==> src/rtl/spi_pkg.sv <==
// Shared SPI framing constants and FSM encodings for the slave and master.
package spi_pkg;

  localparam int DATA_BITS = 8;

  localparam logic START_BIT  = 1'b0;
  localparam logic STOP_BIT   = 1'b1;
  localparam logic IDLE_LEVEL = 1'b1;

  localparam logic [1:0] RX_IDLE = 2'd0;
  localparam logic [1:0] RX_DATA = 2'd1;
  localparam logic [1:0] RX_STOP = 2'd2;

  localparam logic [1:0] TX_IDLE = 2'd0;
  localparam logic [1:0] TX_DATA = 2'd1;
  localparam logic [1:0] TX_STOP = 2'd2;

endpackage

==> src/rtl/spi_sync_edge.sv <==
// Multi-flop pin synchronizer (resets to 1) with optional rise/fall pulses.
module spi_sync_edge #(
  parameter int STAGES = 2,
  parameter bit EDGES  = 1'b0
) (
  input  logic clock_in,
  input  logic rs,
  input  logic d,
  output logic q,
  output logic rise,
  output logic fall
);

  logic [STAGES-1:0] chain;

  // Shift the asynchronous pin through the synchronizer chain.
  always_ff @(posedge clock_in or posedge rs) begin
    if (rs) chain <= '1;
    else    chain <= {chain[STAGES-2:0], d};
  end

  assign q = chain[STAGES-1];

  generate
    if (EDGES) begin : g_edge
      logic q_d;

      // One-cycle delayed copy of the synced level for edge detection.
      always_ff @(posedge clock_in or posedge rs) begin
        if (rs) q_d <= 1'b1;
        else    q_d <= q;
      end

      assign rise = q & ~q_d;
      assign fall = ~q & q_d;
    end else begin : g_no_edge
      assign rise = 1'b0;
      assign fall = 1'b0;
    end
  endgenerate

endmodule

==> src/rtl/spi_slave.sv <==
// SPI responder: oversampled sclk/cs/mosi, framed RX/TX (start 0, 8 bits MSB first, stop 1).
module spi_slave #(
  parameter int SYNC_STAGES = 2,
  parameter int DATA_BITS   = 8
) (
  input  logic                 clock_in,
  input  logic                 rs,
  input  logic                 sclk,
  input  logic                 cs,
  input  logic                 mosi,
  output logic                 miso,
  input  logic [DATA_BITS-1:0] tx_data,
  input  logic                 tx_valid,
  output logic                 tx_ready,
  output logic [DATA_BITS-1:0] rx_data,
  output logic                 rx_valid,
  output logic                 rx_frame_err,
  output logic                 busy
);

  import spi_pkg::*;

  localparam int                IDX_W   = $clog2(DATA_BITS);
  localparam logic [IDX_W-1:0]  IDX_MSB = IDX_W'(DATA_BITS - 1);

  logic sclk_s, sclk_rise, sclk_fall;
  logic cs_s, mosi_s;
  logic cs_rise_unused, cs_fall_unused, mosi_rise_unused, mosi_fall_unused;

  logic [1:0]           rx_state;
  logic [IDX_W-1:0]     rx_idx;
  logic [DATA_BITS-1:0] rx_sh;

  logic [1:0]           tx_state;
  logic [IDX_W-1:0]     tx_idx;
  logic [DATA_BITS-1:0] tx_sh;
  logic [DATA_BITS-1:0] hold;
  logic                 full;

  spi_sync_edge #(.STAGES(SYNC_STAGES), .EDGES(1'b1)) u_sync_sclk (
    .clock_in(clock_in), .rs(rs), .d(sclk),
    .q(sclk_s), .rise(sclk_rise), .fall(sclk_fall)
  );

  spi_sync_edge #(.STAGES(SYNC_STAGES), .EDGES(1'b0)) u_sync_cs (
    .clock_in(clock_in), .rs(rs), .d(cs),
    .q(cs_s), .rise(cs_rise_unused), .fall(cs_fall_unused)
  );

  spi_sync_edge #(.STAGES(SYNC_STAGES), .EDGES(1'b0)) u_sync_mosi (
    .clock_in(clock_in), .rs(rs), .d(mosi),
    .q(mosi_s), .rise(mosi_rise_unused), .fall(mosi_fall_unused)
  );

  // RX control: frame tracking on sclk falls, registered valid/error strobes.
  always_ff @(posedge clock_in or posedge rs) begin
    if (rs) begin
      rx_state     <= RX_IDLE;
      rx_idx       <= IDX_MSB;
      rx_data      <= '0;
      rx_valid     <= 1'b0;
      rx_frame_err <= 1'b0;
    end else begin
      rx_valid     <= 1'b0;
      rx_frame_err <= 1'b0;
      if (cs_s) begin
        rx_state <= RX_IDLE;
      end else if (sclk_fall) begin
        case (rx_state)
          RX_IDLE: begin
            if (mosi_s == START_BIT) begin
              rx_state <= RX_DATA;
              rx_idx   <= IDX_MSB;
            end
          end
          RX_DATA: begin
            if (rx_idx == '0) rx_state <= RX_STOP;
            else              rx_idx   <= rx_idx - 1'b1;
          end
          RX_STOP: begin
            if (mosi_s == STOP_BIT) begin
              rx_data  <= rx_sh;
              rx_valid <= 1'b1;
            end else begin
              rx_frame_err <= 1'b1;
            end
            rx_state <= RX_IDLE;
          end
          default: rx_state <= RX_IDLE;
        endcase
      end
    end
  end

  // RX datapath: capture mosi at the current bit index, MSB first.
  always_ff @(posedge clock_in) begin
    if (!cs_s && sclk_fall && rx_state == RX_DATA) rx_sh[rx_idx] <= mosi_s;
  end

  // TX control: holding-register flag and miso sequencing on sclk rises.
  always_ff @(posedge clock_in or posedge rs) begin
    if (rs) begin
      full     <= 1'b0;
      tx_state <= TX_IDLE;
      tx_idx   <= IDX_MSB;
      miso     <= IDLE_LEVEL;
    end else begin
      // Load needs !full and consume needs full, so they never collide.
      if (tx_valid && !full) full <= 1'b1;
      if (cs_s) begin
        tx_state <= TX_IDLE;
        miso     <= IDLE_LEVEL;
      end else if (sclk_rise) begin
        case (tx_state)
          TX_IDLE: begin
            if (full) begin
              miso     <= START_BIT;
              full     <= 1'b0;
              tx_idx   <= IDX_MSB;
              tx_state <= TX_DATA;
            end
          end
          TX_DATA: begin
            miso <= tx_sh[tx_idx];
            if (tx_idx == '0) tx_state <= TX_STOP;
            else              tx_idx   <= tx_idx - 1'b1;
          end
          TX_STOP: begin
            miso     <= STOP_BIT;
            tx_state <= TX_IDLE;
          end
          default: tx_state <= TX_IDLE;
        endcase
      end
    end
  end

  // TX datapath: holding register load and hand-off to the shift register.
  always_ff @(posedge clock_in) begin
    if (tx_valid && !full) hold <= tx_data;
    if (!cs_s && sclk_rise && tx_state == TX_IDLE && full) tx_sh <= hold;
  end

  assign tx_ready = ~full;
  assign busy     = (rx_state != RX_IDLE) || (tx_state != TX_IDLE);

endmodule

==> config.mk <==
export PLATFORM = sky130hd
export DESIGN_NAME = spi_slave
export DESIGN_NICKNAME = d
export VERILOG_FILES = /design/src/rtl/spi_pkg.sv /design/src/rtl/spi_sync_edge.sv /design/src/rtl/spi_slave.sv
export SDC_FILE = /design/constraint.sdc
export NUM_CORES = 1
export LEC_CHECK = 0
export ABC_AREA = 1
export CORE_MARGIN = 8
export CORE_UTILIZATION = 54
export CTS_BUF_LIST = sky130_fd_sc_hd__clkbuf_16
export CTS_CLUSTER_SIZE = 8
export DETAILED_ROUTE_END_ITERATION = 8
export MAX_ROUTING_LAYER = met4
export PLACE_DENSITY = 0.75
export SLEW_MARGIN = 20
export SYNTH_ARGS = -nofsm -noshare
export SYNTH_HDL_FRONTEND = slang
export SYNTH_SLANG_ARGS = --single-unit
==> constraint.sdc <==
create_clock -name clock_in -period 1.95 [get_ports clock_in]
set_input_delay 0.39 -clock clock_in [delete_from_list [all_inputs] [get_ports clock_in]]
set_output_delay 0.39 -clock clock_in [all_outputs]
set_load 0.01 [all_outputs]
[Word-level counts from Yosys, hierarchy flattened]
Cells that the tools add are included.
Widths: inputs -> output; s select.
Word-level totals
  input bits: 14
  flip-flop bits (word level): 53
  output and inout port bits: 13
Cells by class
  order comparisons: 3
  reduce and logical (&&, ||, !) cells: 27
  bitwise operators: 6
  equality and inequality tests: 12
  add/sub/neg operators: 2
  muxes and demuxes: 38
Operator list (number)
  $mux 1: 18
  $mux 2: 8
  $mux 3: 4
  $pmux 3 s2: 2
  $reduce_bool 2->1: 6
  $reduce_and 5->1: 2
  $ne 3x2->1 const B: 3
  $reduce_and 3->1: 3
  $bwmux 8: 1
  $lt 3x4->1 const B: 2
  $ne 2x2->1 const B: 4
  $pmux 2 s2: 2
  $logic_and 1x1->1: 7
  $logic_not 3->1: 2
  $sub 3x1->3 const B: 2
  $eq 2x1->1 const B: 2
  $eq 2x2->1 const B: 2
  $logic_not 2->1: 2
  $not 1->1: 4
  $reduce_and 4->1: 1
  $reduce_bool 4->1: 1
  $bmux 1 s3: 1
  $demux 1 s3: 1
  $ge 3x1->1 const B: 1
  5 further kinds: 7

[Logic depth before layout (Yosys ltp)]
  depth in word-level cells: 7
  gate-level depth with buffers: 9

[By module]
From an unflattened synthesis, not the netlist that was laid out.
Second synthesis, totals
  cell total of the unflattened synthesis: 197
  area total of the unflattened synthesis: 2268.4 µm²
By module, submodules not included
  spi_slave: sequential area each 1280.0 µm², cells each 177, area an instance 2020.7 µm², instances 1
  spi_sync_edge at u_sync_cs ...: sequential area each 52.6 µm², cells each 6, area an instance 75.1 µm², instances 2
  spi_sync_edge at u_sync_sclk: sequential area each 78.8 µm², cells each 8, area an instance 97.6 µm², instances 1

[Worst setup path after synthesis]
OpenSTA, ideal clock, no wires.
  path type: reg2reg
  start point: reg u_sync_sclk.chain[1]
  end point: reg tx_sh[0], enable pin
  path slack: 0.422 ns
  arrival: 1.154 ns
  cell stages (with the launch flop): 5
  path buffers: 0
  clock period less this slack: 1.528 ns
  library setup time: 0.374 ns
  cell sequence: dfstp_2 inv_1 nor2_1 nand3_1 nor2_1
On the way
  cells in the longest elaborated chain, start to end: 4
RTL lines
  from (decl): RTL line spi_sync_edge.sv:14  | logic [STAGES-1:0] chain;
  from (signal assigned): RTL line spi_sync_edge.sv:19  | else chain <= {chain[STAGES-2:0], d};
  $and 1x1->1: RTL line spi_sync_edge.sv:34  | assign rise = q & ~q_d;
  $logic_and 1x1->1 (3 in a row): RTL line spi_slave.sv:141  | if (!cs_s && sclk_rise && tx_state == TX_IDLE && full) tx_sh <= hold;
  to (signal assigned): RTL line spi_slave.sv:141
  to (decl): RTL line spi_slave.sv:36  | logic [DATA_BITS-1:0] tx_sh;
Every way passes these cells.
A chain may end at the register's enable or synchronous reset.

[Final worst setup path]
  start point: reg tx_state[0]
  end point: out busy
On the way
  cells in the longest elaborated chain, start to end: 2
RTL lines
  from (decl): RTL line spi_slave.sv:34  | logic [1:0] tx_state;
  from (signal assigned): RTL line spi_slave.sv:104  | tx_state <= TX_IDLE;
  from (signal assigned): RTL line spi_slave.sv:111  | tx_state <= TX_IDLE;
  from (signal assigned): RTL line spi_slave.sv:120  | tx_state <= TX_DATA;
  $reduce_bool 2->1: RTL line spi_slave.sv:145  | assign busy = (rx_state != RX_IDLE) || (tx_state != TX_IDLE);
  $logic_or 1x1->1: RTL line spi_slave.sv:145
  to (decl): RTL line spi_slave.sv:18  | output logic busy
Every way passes these cells.

==> flow_summary.toml <==
[final_layout]
synthToLayoutAreaGrowth_pct = 22.5
fin_cells = 289
final_area_um2 = 2730
multi_input_area_um2 = 649
drive_gt1_share_pct = 15.9
seq_area_um2 = 1460
num-fill-cells = 303
nNetsFinal = 260
antenna_cells = 0

[worst_setup_path]
r2r-end = "tx_state[1]"
startpoint = "tx_state[0]"
cp.arrival_ns = 1.37
r2r-start = "tx_idx[0]"
critPathLaunchType = "register"
critical_path_class = "register to output port"
critPathMaxFanout = 3
rrSetupSlack_ns = 0.34
cp-end-kind = "output port"
reg2reg_depth = 7
required_ns = 1.56

[synth]
yosys_warnings = 0
synth_top_cell_area_share_pct = 32.4
synth.distinct_cells = 24
syn_avg_cell_area_um2 = 11.0
synth_ff_type = "edfxtp_1"
yosys.cell_count.top_type = "nand2_1"
yosys-top-cells-area = "edfxtp_1, dfrtp_1, dfstp_2, nand2_1, ha_1"
synthesis.instances = 203
netlist_area_um2 = 2230
yosys.area.top_type = "edfxtp_1"
yosysSeqAreaShare_pct = 65.7
synthArstFlopShare_pct = 54.7
synth-edff-count = 24
yosys_register_bits = 53
synth_common_cells = "nand2_1, inv_1, edfxtp_1"
syn-num-nets = 225

[floorplan]
initial_core_util_pct = 55.7
fp.dieArea_um2 = 6440
num_rows = 23
die_h_um = 80.2
core_um2 = 4000
chipWidth_um = 80.2
ios = 27

[clock_network]
cts.sink_count = 53
numCtsBuffers = 5
clock_path_buffers = 2
clk_pin_slew_ns = 0.06
cts_hold_buf = 0
post_cts_buffers = 0
clock_latency_ns = 0.29
cts_tree = "done"
ctsRootBufferMaster = "clkbuf_16"
htree_levels = 2

[pwr]
swShare_pct = 25.8
p_switching_mw = 0.695
p_comb_share_pct = 15.1
p_clk_share_pct = 34.1
power-per-cell-area_nw_per_um2 = 987
vdd.ir_drop.worst_uv = 721
p_leak_nw = 1.17
seqPwrFrac_pct = 50.8
power.internal_mw = 2.00

[place]
placement.cell_area_um2 = 2570
portBuffers = 26
globalplace.congestion = 0.818
post-dp-hpwl_mm = 2.76
dp_cells = 281

[route]
routed_wl_mm = 3.81
drc = 0
antenna_left = 0
dr_total_vias = 1456
first_pass_iters = 4
drt_iter0_drc = 100
wl_per_cell_um = 13.2
viasPerCell = 5.04

[timing]
finClkSkew_ns = 0.00292
fin_hold_ws_ns = 0.356
slew_violations = 0
worstMarginPinSlew_ns = 0.350
min_period_over_period_pct = 90.0
post-route-min-period_ns = 1.76
hold_viol_final = 0
slew_headroom_pct = 76.7
rsz0062_at_grt = "false"
max_clock_freq_ghz = 0.570
tns_ns = 0
setup_violations = 0

[worst_hold_path]
min_to = "u_sync_cs.chain[1]"
hold_path_depth = 0
hold_path.class = "register to register"
hp-start = "u_sync_cs.chain[0]"

[global_route]
grt-ovfl-total = 0
grt_pass1_wl_mm = 6.56
grt_max_degree = 30
antenna_found_initial = 0
grt_pass1_vias = 1435
globalRouteTotalUtil_pct = 13.6

[status]
status = "finished clean"

[flow_run]
cap_violations = 0
-- metal layers --
metal	up-vias	GRT usage, %	routed length, µm
met2	38	20.8	1770
met5	-	-	0
met4	0	5.64	69
met3	7	4.35	196
li1	729	-	-
met1	682	16.3	1780
-- how the worst max path moves through the flow --
stage,endpoint
after floorplan,tx_sh[0]
after global placement,busy
after detailed placement,busy
after CTS,busy
after global routing,busy
final,busy
-- sequential cells by signal, indices dropped and copies added (netlist names), 2 cells and up --
register / cells
hold: 8
rx_data: 8
rx_sh: 8
tx_sh: 8
rx_idx: 3
tx_idx: 3
rx_state: 2
tx_state: 2
u_sync_cs.chain: 2
u_sync_mosi.chain: 2
u_sync_sclk.chain: 2
-- cell families (layout without fill, tap and decap cells) --
| group | Yosys count | after routing | synth area share [%] |
|---|---|---|---|
| xor+xnor | 2 | 2 | 0.787 |
| simple gates | 89 | 89 | 18.5 |
| compound gates | 21 | 21 | 5.39 |
| flops | 53 | 53 | 65.7 |
| fa+ha+maj | 8 | 8 | 4.49 |
| buf+inv | 30 | 66 | 5.11 |
-- layout make-up --
type	instances	area share, %
Clock buffer	6	5.50
Clock inverter	2	0.413
Inverter	29	3.99
Multi-Input combinational cell	120	23.8
Sequential cell	53	53.7
Tap cell	50	2.29
Timing Repair Buffer	29	10.3
-- timing repair --
item | in CTS | in global routing
gates resized for setup | 1 | 0
endpoints found under the setup margin | 1 | 0
endpoints found under the hold margin | 0 | 0
-- power by group through the flow --
| stage | combinational, mW | clock, mW | sequential, mW |
|---|---|---|---|
| 2_1_floorplan | 0.295 | 0 | 1.36 |
| 3_3_place_gp | 0.392 | 0 | 1.39 |
| 3_5_place_dp | 0.405 | 0 | 1.39 |
| 4_1_cts | 0.411 | 0.943 | 1.37 |
| 5_1_grt | 0.465 | 0.982 | 1.38 |
| 6_report | 0.407 | 0.919 | 1.37 |
-- cell usage in the layout, fill, tap and decap left out, drive strengths merged --
cell type and n:
nand2 54, inv 29, clkdlybuf4s50 25, edfxtp 24, dfrtp 15, nor2 15, dfstp 14, nand3 11
o21ai 10, a21oi 10, ha 8, clkbuf 6, nor3 5, buf 3, xor2 2, nand4 2
nor4 1, and2 1, o31ai 1, clkinvlp 1, clkinv 1, dlygate4sd2 1
-- critical path, stage by stage (launching register included) --
cell	delay [ns]
dfrtp_1	0.40
inv_1	0.12
ha_1	0.20
nand2_1	0.07
dlygate4sd2_1	0.29
-- per-stage QoR --
step / power [mW] / util (%) / setup WS [ns]
after floorplan: 1.66 / - / 0.422
after global placement: 1.78 / 64.2 / 0.288
after detailed placement: 1.79 / 64.2 / 0.277
after CTS: 2.72 / 68.2 / 0.184
after global routing: 2.83 / 68.2 / 0.101
final: 2.69 / 68.2 / 0.194
(Power assumes the default switching activity.)
